[src/rtl/avalon_bus_arbiter.sv]
// ---------------------------------------------------------------------------
// avalon_bus_arbiter
//
// Shares one Avalon-MM slave port between two Avalon-MM masters:
//   master 0 - instruction fetch path
//   master 1 - data load/store path (or a later DMA/debug master)
//
// One master is granted at a time. The grant is held for the whole transfer,
// including slave wait states, and the other master is stalled with
// waitrequest. After every completed transfer the arbiter spends one cycle in
// IDLE before it arbitrates again.
//
// Parameters
//   PRIORITY_MODE  0 = round-robin on a tie, 1 = fixed priority (m0 wins)
//
// Ports
//   clk, reset                system clock, asynchronous active-high reset
//   m0_* / m1_*               Avalon-MM slave-side ports facing each master
//   s_*                       Avalon-MM master-side port facing the memory
//   grant[1:0]                registered one-hot grant (bit0=m0, bit1=m1)
// ---------------------------------------------------------------------------
module avalon_bus_arbiter #(
    parameter int PRIORITY_MODE = 0
) (
    input  logic        clk,
    input  logic        reset,

    input  logic [31:0] m0_address,
    input  logic        m0_read,
    input  logic        m0_write,
    input  logic [31:0] m0_writedata,
    input  logic [3:0]  m0_byteenable,
    output logic        m0_waitrequest,
    output logic [31:0] m0_readdata,

    input  logic [31:0] m1_address,
    input  logic        m1_read,
    input  logic        m1_write,
    input  logic [31:0] m1_writedata,
    input  logic [3:0]  m1_byteenable,
    output logic        m1_waitrequest,
    output logic [31:0] m1_readdata,

    output logic [31:0] s_address,
    output logic        s_read,
    output logic        s_write,
    output logic [31:0] s_writedata,
    output logic [3:0]  s_byteenable,
    input  logic        s_waitrequest,
    input  logic [31:0] s_readdata,

    output logic [1:0]  grant
);

    typedef enum logic [1:0] {
        IDLE = 2'd0,
        GNT0 = 2'd1,
        GNT1 = 2'd2
    } state_t;

    state_t state_q, state_d;
    // Index of the master that completed the most recent transfer. Starts at 1
    // so that master 0 wins the first round-robin tie after reset.
    logic   last_grant_q, last_grant_d;

    logic req0, req1;

    assign req0 = m0_read | m0_write;
    assign req1 = m1_read | m1_write;

    always_ff @(posedge clk or posedge reset) begin
        if (reset) begin
            state_q      <= IDLE;
            last_grant_q <= 1'b1;
        end else begin
            state_q      <= state_d;
            last_grant_q <= last_grant_d;
        end
    end

    // Next-state logic. Arbitration happens only from IDLE, so the grant can
    // never move while a transfer is outstanding.
    always_comb begin
        state_d      = state_q;
        last_grant_d = last_grant_q;
        case (state_q)
            IDLE: begin
                if (req0 && req1) begin
                    if (PRIORITY_MODE != 0) begin
                        state_d = GNT0;
                    end else begin
                        state_d = last_grant_q ? GNT0 : GNT1;
                    end
                end else if (req0) begin
                    state_d = GNT0;
                end else if (req1) begin
                    state_d = GNT1;
                end
            end
            GNT0: begin
                if (!s_waitrequest) begin
                    state_d      = IDLE;
                    last_grant_d = 1'b0;
                end
            end
            GNT1: begin
                if (!s_waitrequest) begin
                    state_d      = IDLE;
                    last_grant_d = 1'b1;
                end
            end
            default: begin
                state_d = IDLE;
            end
        endcase
    end

    // Datapath steering. Everything is decoded from the state register, so an
    // asynchronous reset immediately parks the slave port and stalls both
    // masters.
    always_comb begin
        s_address      = '0;
        s_read         = 1'b0;
        s_write        = 1'b0;
        s_writedata    = '0;
        s_byteenable   = '0;
        m0_waitrequest = 1'b1;
        m0_readdata    = '0;
        m1_waitrequest = 1'b1;
        m1_readdata    = '0;
        case (state_q)
            GNT0: begin
                s_address      = m0_address;
                s_read         = m0_read;
                s_write        = m0_write;
                s_writedata    = m0_writedata;
                s_byteenable   = m0_byteenable;
                m0_waitrequest = s_waitrequest;
                m0_readdata    = s_readdata;
            end
            GNT1: begin
                s_address      = m1_address;
                s_read         = m1_read;
                s_write        = m1_write;
                s_writedata    = m1_writedata;
                s_byteenable   = m1_byteenable;
                m1_waitrequest = s_waitrequest;
                m1_readdata    = s_readdata;
            end
            default: begin
            end
        endcase
    end

    assign grant = {state_q == GNT1, state_q == GNT0};

endmodule

[config.mk]
export PLATFORM = sky130hd
export DESIGN_NAME = avalon_bus_arbiter
export DESIGN_NICKNAME = d
export VERILOG_FILES = /design/src/rtl/avalon_bus_arbiter.sv
export SDC_FILE = /design/constraint.sdc
export NUM_CORES = 1
export LEC_CHECK = 0
export CAP_MARGIN = 30
export CORE_AREA = 2 2 122 124
export CTS_BUF_LIST = sky130_fd_sc_hd__clkbuf_4
export CTS_CLUSTER_DIAMETER = 40
export DETAILED_ROUTE_END_ITERATION = 6
export DIE_AREA = 0 0 124 126
export PLACE_DENSITY = 0.55
export SETUP_SLACK_MARGIN = 0.05
export SLEW_MARGIN = 20
export SYNTH_ARGS = -nofsm -noshare
export SYNTH_HDL_FRONTEND = slang
export SYNTH_SLANG_ARGS = --single-unit
export TNS_END_PERCENT = 50
[constraint.sdc]
create_clock -name clk -period 1.9 [get_ports clk]
set_clock_uncertainty 0.2 [all_clocks]
set_input_delay 0.285 -clock clk [delete_from_list [all_inputs] [get_ports clk]]
set_output_delay 0.285 -clock clk [all_outputs]
set_load 0.03 [all_outputs]
==> summary.md, run 1 <==
| Metric | Value |
|---|---|
| Final Setup Violations | `roughly 130` |
| Number of port buffers | `around 310` |
| Sum of routed wire length over all layers | `approximately 15000 µm` |
| Worst slew pin tran | `between 300 and 400 ps` |
| Hold_buf cts | `0` |
| # DRC | `0` |
| Sw Ratio | `between 40% and 50%` |
| Crit path max-delay family | `buffers and inverters` |
| Cts bufs inserted | `3` |
| Row cnt | `between 40 and 50` |
| DP HPWL | `a little under 10000 µm` |
| Top cells by area, synth | `a22oi_1, nor2b_1, and2_1, clkbuf_1, dfrtp_1` |
| Total stage count of the critical path | `6` |
| Chip Height | `about 130 µm` |
| Post-Syn Area | `0.00173 mm²` |
| Lkg Pwr | `2.52 nW` |
| Clock Power Share | `under 10%` |
| Synth Instances | `~260` |
| Status | `finished, violations left` |
| Grt total ovfl | `0` |
| Ports | `between 300 and 400` |
| Worst reg2reg setup slack | `roughly 80 ps` |
| RSZ-0062 raised after global routing | `yes` |
| Worst setup margin | `-208 ps` |
| Synth unique cells | `20` |
| Slowest CP cell | `dfrtp_1` |
| # clock sinks | `3` |
| Pint | `a little under 5 mW` |
| Slew HR | `between 70% and 80%` |
| GRT Overall Usage | `15.3%` |
| Number of synthesized flops with an enable pin | `0` |
| Worst setup path class | `flop to output pin` |
| Vias in the first global route | `approximately 3400` |
| Max cap viols | `0` |
| Vias after detailed routing | `roughly 3300` |
| Root Driver | `clkbuf_4` |
| Gate power share | `roughly 97%` |
| R2R cell count | `8` |
| Tmin final | `around 2100 ps` |
| Crit path launch type | `flop` |
| YS warnings | `0` |
| Layout cell share with drive strength beyond 1 | `between 50% and 60%` |
| Synth Flop Type | `dfrtp_1` |
| Area Overhead vs Synth | `265%` |
| Part of the cycle the worst path needs | `111%` |
| Critical Path Sink | `s_address[25]` |
| Nets@finish | `between 700 and 800` |
| H-tree level count | `1` |
| Worst Path Arrival | `1620 ps` |
| Final number of max-transition violations | `0` |
| Setup TNS | `-14750 ps` |
| Post-synth top cells | `a22oi_1, nor2b_1, and2_1, clkbuf_1, buf_2` |
| Pwr Total | `between 9 and 10 mW` |
| CP endpoint kind | `output pin` |
| DRT antenna net count | `0` |
| P_sw | `4.34 mW` |
| Initial DRC Count | `81` |
| Final Hold Fails | `0` |
| Violated checks | `setup timing` |
| First-pass GRT wire length | `roughly 19000 µm` |
| Cell count after placement | `approximately 740` |
| Die area | `between 0.015 and 0.02 mm²` |
| Synth area leader | `a22oi_1` |
| Largest net degree at the start of global routing | `45` |
| Max Freq | `approximately 470 MHz` |
| Asr flop ratio synth | `between 90% and 100%` |
| Worst path max stage delay | `between 300 and 400 ps` |
| Clock buffer depth | `2` |
| Syn_area_per_cell | `approximately 6.7 µm²` |
| Worst r2r dst | `state_q[1]$_DFFE_PP0P_` |
| CTS tree | `done` |
| R2R Path Start | `state_q[1]$_DFFE_PP0P_` |
| Syn_nets | `around 440` |
| Sequential area share after synthesis | `4.42%` |
| Share of power burned in registers | `around 1.5%` |
| Core box area | `approximately 0.014 mm²` |
| Final Non-Filler Cells | `765` |
| Initial antenna violation count | `0` |
| Seq. cell area | `between 70 and 80 µm²` |
| Worst vdd ir | `0.000671 V` |
| Clk slew on worst S/H paths | `around 40 ps` |
| Worst setup path start | `state_q[0]$_DFFE_PP0P_` |
| Crit path max fanout | `39` |
| Routed wire per std cell | `between 15 and 20 µm` |
| Min-delay worst type | `primary input to asynchronous set/reset pin` |
| Post-synth top area share | `between 30% and 40%` |
| Clock latency at the later pin of the worst-skew pair | `between 200 and 250 ps` |
| Synth Register Bits | `3` |
| Initial core utilization | `about an eighth` |
| CP Cell Sequence | `buf_4 > ha_4 > buf_12 > a22oi_1 > nor2b_4 > buf_6` |
| First-pass DRT Iterations | `4` |
| Die W | `about 120 µm` |
| Power per standard cell area | `between 1000 and 1500 mW/mm²` |
| Worst path bufs/invs | `3` |
| Via density | `4.34` |
| Area occupied by multi-input gates | `0.00202 mm²` |
| Diode count | `0` |
| Fill cells | `around 1400` |
| Req. time, crit path | `around 1400 ps` |
| Gpl congestion | `roughly 0.78` |
## worst reg2reg max path: cells and delay by family, from the launching register on
family	cells	cell delay, ps
buffers and inverters	4	500
flip-flops	1	440
AO/OA/AOI/OAI	2	250
adder cells (fa/ha/maj)	1	230
AND/OR/NAND/NOR	1	60
## per-stage QoR
step | util (%) | instance area, µm² | setup slack [ps] | hold WS (ps)
after floorplan | - | 1920 | 20.0 | -162
after global placement | 35.0 | 5020 | -15.0 | 269
after detailed placement | 35.0 | 5020 | -26.1 | 266
after CTS | 38.7 | 5540 | -216 | 14.4
after global routing | 44.1 | 6310 | -283 | 16.9
final | 44.1 | 6310 | -208 | 17.7
## per-layer routing
| metal | track usage [%] | share of wire [%] | routed length (µm) |
|---|---|---|---|
| met5 | 0 | 0 | 0 |
| met1 | 19.5 | 41 | 6140 |
| met4 | 2.64 | 1.1 | 166 |
| met2 | 26.7 | 49 | 7280 |
| met3 | 3.22 | 8.9 | 1330 |
## power groups by stage
stage | Clock (mW) | Sequential, mW | Combinational, mW
after floorplan | 0 | 0.123 | 3.83
after detailed placement | 0 | 0.125 | 6.16
after global routing | 0.140 | 0.140 | 9.41
after global placement | 0 | 0.123 | 6.13
after CTS | 0.132 | 0.129 | 7.10
final | 0.126 | 0.135 | 8.95
## cell type report
cell class | count | share of cell area (%)
repair buffers | 348 | 62.4
inverters | 4 | 0.278
clock buffers | 4 | 0.476
well taps | 184 | 3.65
multi-input cells | 222 | 32.0
flip-flops and latches | 3 | 1.23
## sequential cells by signal (all words and copies together) (netlist names)
name	cells
last_grant_q	1
state_q	2
## timing repair
item	in CTS	in global routing
gates resized for setup	94	115
cloned	3	12
pin swaps	1	3
endpoints found under the setup margin	136	139
buffers inserted	4	7
## worst min-delay path by stage
| stage | from | endpoint | depth (start not counted) |
|---|---|---|---|
| final | reset | state_q[1]$_DFFE_PP0P_ | 2 |
| after floorplan | reset | state_q[0]$_DFFE_PP0P_ | 1 |
| after global placement | reset | state_q[1]$_DFFE_PP0P_ | 2 |
| after global routing | reset | state_q[1]$_DFFE_PP0P_ | 2 |
| after CTS | reset | state_q[1]$_DFFE_PP0P_ | 2 |
| after detailed placement | reset | state_q[0]$_DFFE_PP0P_ | 2 |
## cell usage in the layout, fill, tap and decap left out, drive strengths merged, types with 4 or more instances in the layout
| master | instances |
|---|---|
| clkbuf | 12 |
| nor2b | 70 |
| ha | 4 |
| inv | 4 |
| and2 | 64 |
| buf | 166 |
| a22oi | 70 |
| clkdlybuf4s50 | 174 |
## cell families (layout without fill, tap and decap cells)
| family | count (synthesis) | in the layout | synth area share (%) |
|---|---|---|---|
| compound gates | 77 | 77 | 33.1 |
| fa+ha+maj | 4 | 4 | 2.90 |
| buf+inv | 34 | 356 | 9.14 |
| simple gates | 141 | 141 | 50.5 |
| flops | 3 | 3 | 4.42 |
No activity file was read; power rests on OpenSTA's default activity.
==> run 2: changes to the inputs <==
--- a/config.mk
+++ b/config.mk
@@ -7,12 +7,13 @@
 export LEC_CHECK = 0
 export CAP_MARGIN = 30
 export CORE_AREA = 2 2 122 124
-export CTS_BUF_LIST = sky130_fd_sc_hd__clkbuf_4
+export CTS_BUF_LIST = sky130_fd_sc_hd__clkbuf_2
 export CTS_CLUSTER_DIAMETER = 40
 export DETAILED_ROUTE_END_ITERATION = 6
 export DIE_AREA = 0 0 124 126
 export PLACE_DENSITY = 0.55
 export SETUP_SLACK_MARGIN = 0.05
+export SKIP_LAST_GASP = 1
 export SLEW_MARGIN = 20
 export SYNTH_ARGS = -nofsm -noshare
 export SYNTH_HDL_FRONTEND = slang
==> summary.md, run 2 (same netlist as run 1, synthesis figures left out) <==
| Metric | Value |
|---|---|
| CTS tree | `done` |
| Routed wire per std cell | `between 15 and 20 µm` |
| Worst path max stage delay | `~430 ps` |
| P_sw | `about 3.6 mW` |
| First-pass DRT Iterations | `4` |
| Clock latency at the later pin of the worst-skew pair | `~210 ps` |
| Initial antenna violation count | `0` |
| Tmin final | `about 2100 ps` |
| Max cap viols | `0` |
| Layout cell share with drive strength beyond 1 | `approximately 43%` |
| Slowest CP cell | `dfrtp_2` |
| Final Setup Violations | `around 130` |
| Initial core utilization | `12.1%` |
| Clock Power Share | `under 10%` |
| Initial DRC Count | `119` |
| Final Hold Fails | `0` |
| Power per standard cell area | `roughly 1300 mW/mm²` |
| Worst path most repeated cell | `buf_12` |
| Sum of routed wire length over all layers | `12600 µm` |
| Core box area | `approximately 0.014 mm²` |
| Slew HR | `between 70% and 80%` |
| Worst path bufs/invs | `3` |
| Gpl congestion | `slightly below 0.8` |
| Hold_buf cts | `0` |
| Largest net degree at the start of global routing | `between 40 and 50` |
| Min-delay worst type | `primary input to asynchronous set/reset pin` |
| Pint | `between 3 and 4 mW` |
| Via density | `approximately 4.2` |
| DP HPWL | `approximately 9800 µm` |
| Final number of max-transition violations | `0` |
| # clock sinks | `3` |
| Worst setup path class | `flop to output pin` |
| H-tree level count | `1` |
| CP endpoint kind | `output pin` |
| Final Util | `a little over a third` |
| Sw Ratio | `52.5%` |
| Vias in the first global route | `3275` |
| Vias after detailed routing | `between 3000 and 4000` |
| RSZ-0062 raised after global routing | `yes` |
| Max FFs per register | `2` |
| Diode count | `0` |
| Pre-CTS setup slack | `-26.1 ps` |
| Clk slew on worst S/H paths | `40 ps` |
| Crit path launch type | `flop` |
| Crit path max-delay family | `buffers and inverters` |
| Status | `finished, violations left` |
| Worst slew pin tran | `332 ps` |
| Worst vdd ir | `between 0.0006 and 0.0007 V` |
| Worst Path Arrival | `around 1600 ps` |
| Number of port buffers | `about 310` |
| Crit path max fanout | `39` |
| DRT antenna net count | `0` |
| Row cnt | `between 40 and 50` |
| Worst setup margin | `-189 ps` |
| Req. time, crit path | `~1400 ps` |
| Grt total ovfl | `0` |
| Most frequent cells in the layout | `clkdlybuf4s50_1, buf_4, nor2b_2` |
| Die area | `about 0.016 mm²` |
| Clock buffer depth | `2` |
| Area Overhead vs Synth | `203%` |
| Max Freq | `around 480 MHz` |
| Pwr Total | `between 6 and 7 mW` |
| Ports | `approximately 310` |
| Violated checks | `setup timing` |
| Lkg Pwr | `2.15 nW` |
| Final hold slack | `a little over 40 ps` |
| Share of power burned in registers | `~1.9%` |
| GRT Overall Usage | `between 10% and 20%` |
| # DRC | `0` |
| Cts bufs inserted | `3` |
| CP Cell Sequence | `inv_2 > ha_4 > buf_12 > a22oi_1 > nor2b_2 > buf_12` |
| Top Registers | `state_q: 2 flops, last_grant_q: 1 flops` |
| Largest reg by FF count | `state_q` |
| First-pass GRT wire length | `approximately 18000 µm` |
| Root Driver | `clkbuf_2` |
| Nets@finish | `743` |
| Die W | `124 µm` |
| Most common cell after layout, fill and taps aside | `clkdlybuf4s50_1` |
| Part of the cycle the worst path needs | `110%` |
| Gate power share | `a little over nine tenths` |
| Chip Height | `126 µm` |
## run 2: cell count changes in the layout (fill, tap and decap cells not counted), sizes merged
cell / delta
buf: -11
bufbuf: +1
clkbuf: -8
## run 2: layer usage
metal / vias to the layer above / global-route usage, % / routed length [µm]
met3: 14 / 3.03 / 1210
met4: 0 / 2.25 / 124
li1: 1511 / - / -
met1: 1435 / 18.7 / 5280
met5: - / 0 / 0
met2: 199 / 25.3 / 5950
## run 2: path summary, 6_finish.rpt
path / from / endpoint / slack, ps / cells after the start
max reg2reg: state_q[1]$_DFFE_PP0P_ / state_q[0]$_DFFE_PP0P_ / 150 / 6
max in group asynchronous: reset / last_grant_q$_DFFE_PP1P_ / 1250 / 2
min: reset / state_q[0]$_DFFE_PP0P_ / 40 / 2
min reg2reg: last_grant_q$_DFFE_PP1P_ / last_grant_q$_DFFE_PP1P_ / 300 / 2
min in group clk: last_grant_q$_DFFE_PP1P_ / last_grant_q$_DFFE_PP1P_ / 300 / 2
max: state_q[1]$_DFFE_PP0P_ / s_read / -190 / 6
## run 2: metrics by stage
step	cells	setup TNS [ps]	area, µm²
3_3_place_gp	736	-15.0	5020
3_5_place_dp	736	-26.1	5020
5_1_grt	747	-30160	5230
4_1_cts	743	-19640	5130
2_1_floorplan	259	0	1920
6_report	747	-15490	5230
## run 2: cell type report
type	instances	area, µm²
inverter	4	15.0
tap	184	230
timing repair buffer	330	3140
clock buffer	4	20.0
fill	1511	9080
sequential	3	77.6
multi-input combinational	222	1750
## run 2: timing repair
| action | in CTS | in global routing |
|---|---|---|
| setup buffers | 1 | 3 |
| cloned | 2 | 2 |
| endpoints found under the setup margin | 136 | 140 |
| pin swaps | 1 | 2 |
| resized for setup | 6 | 18 |
## run 2: power groups by stage
stage / Sequential (mW) / Combinational (mW) / Clock [mW]
CTS: 0.129 / 6.52 / 0.0942
detailed placement: 0.125 / 6.16 / 0
global route: 0.137 / 7.02 / 0.103
floorplan: 0.123 / 3.83 / 0
global placement: 0.123 / 6.13 / 0
finish: 0.132 / 6.58 / 0.0899
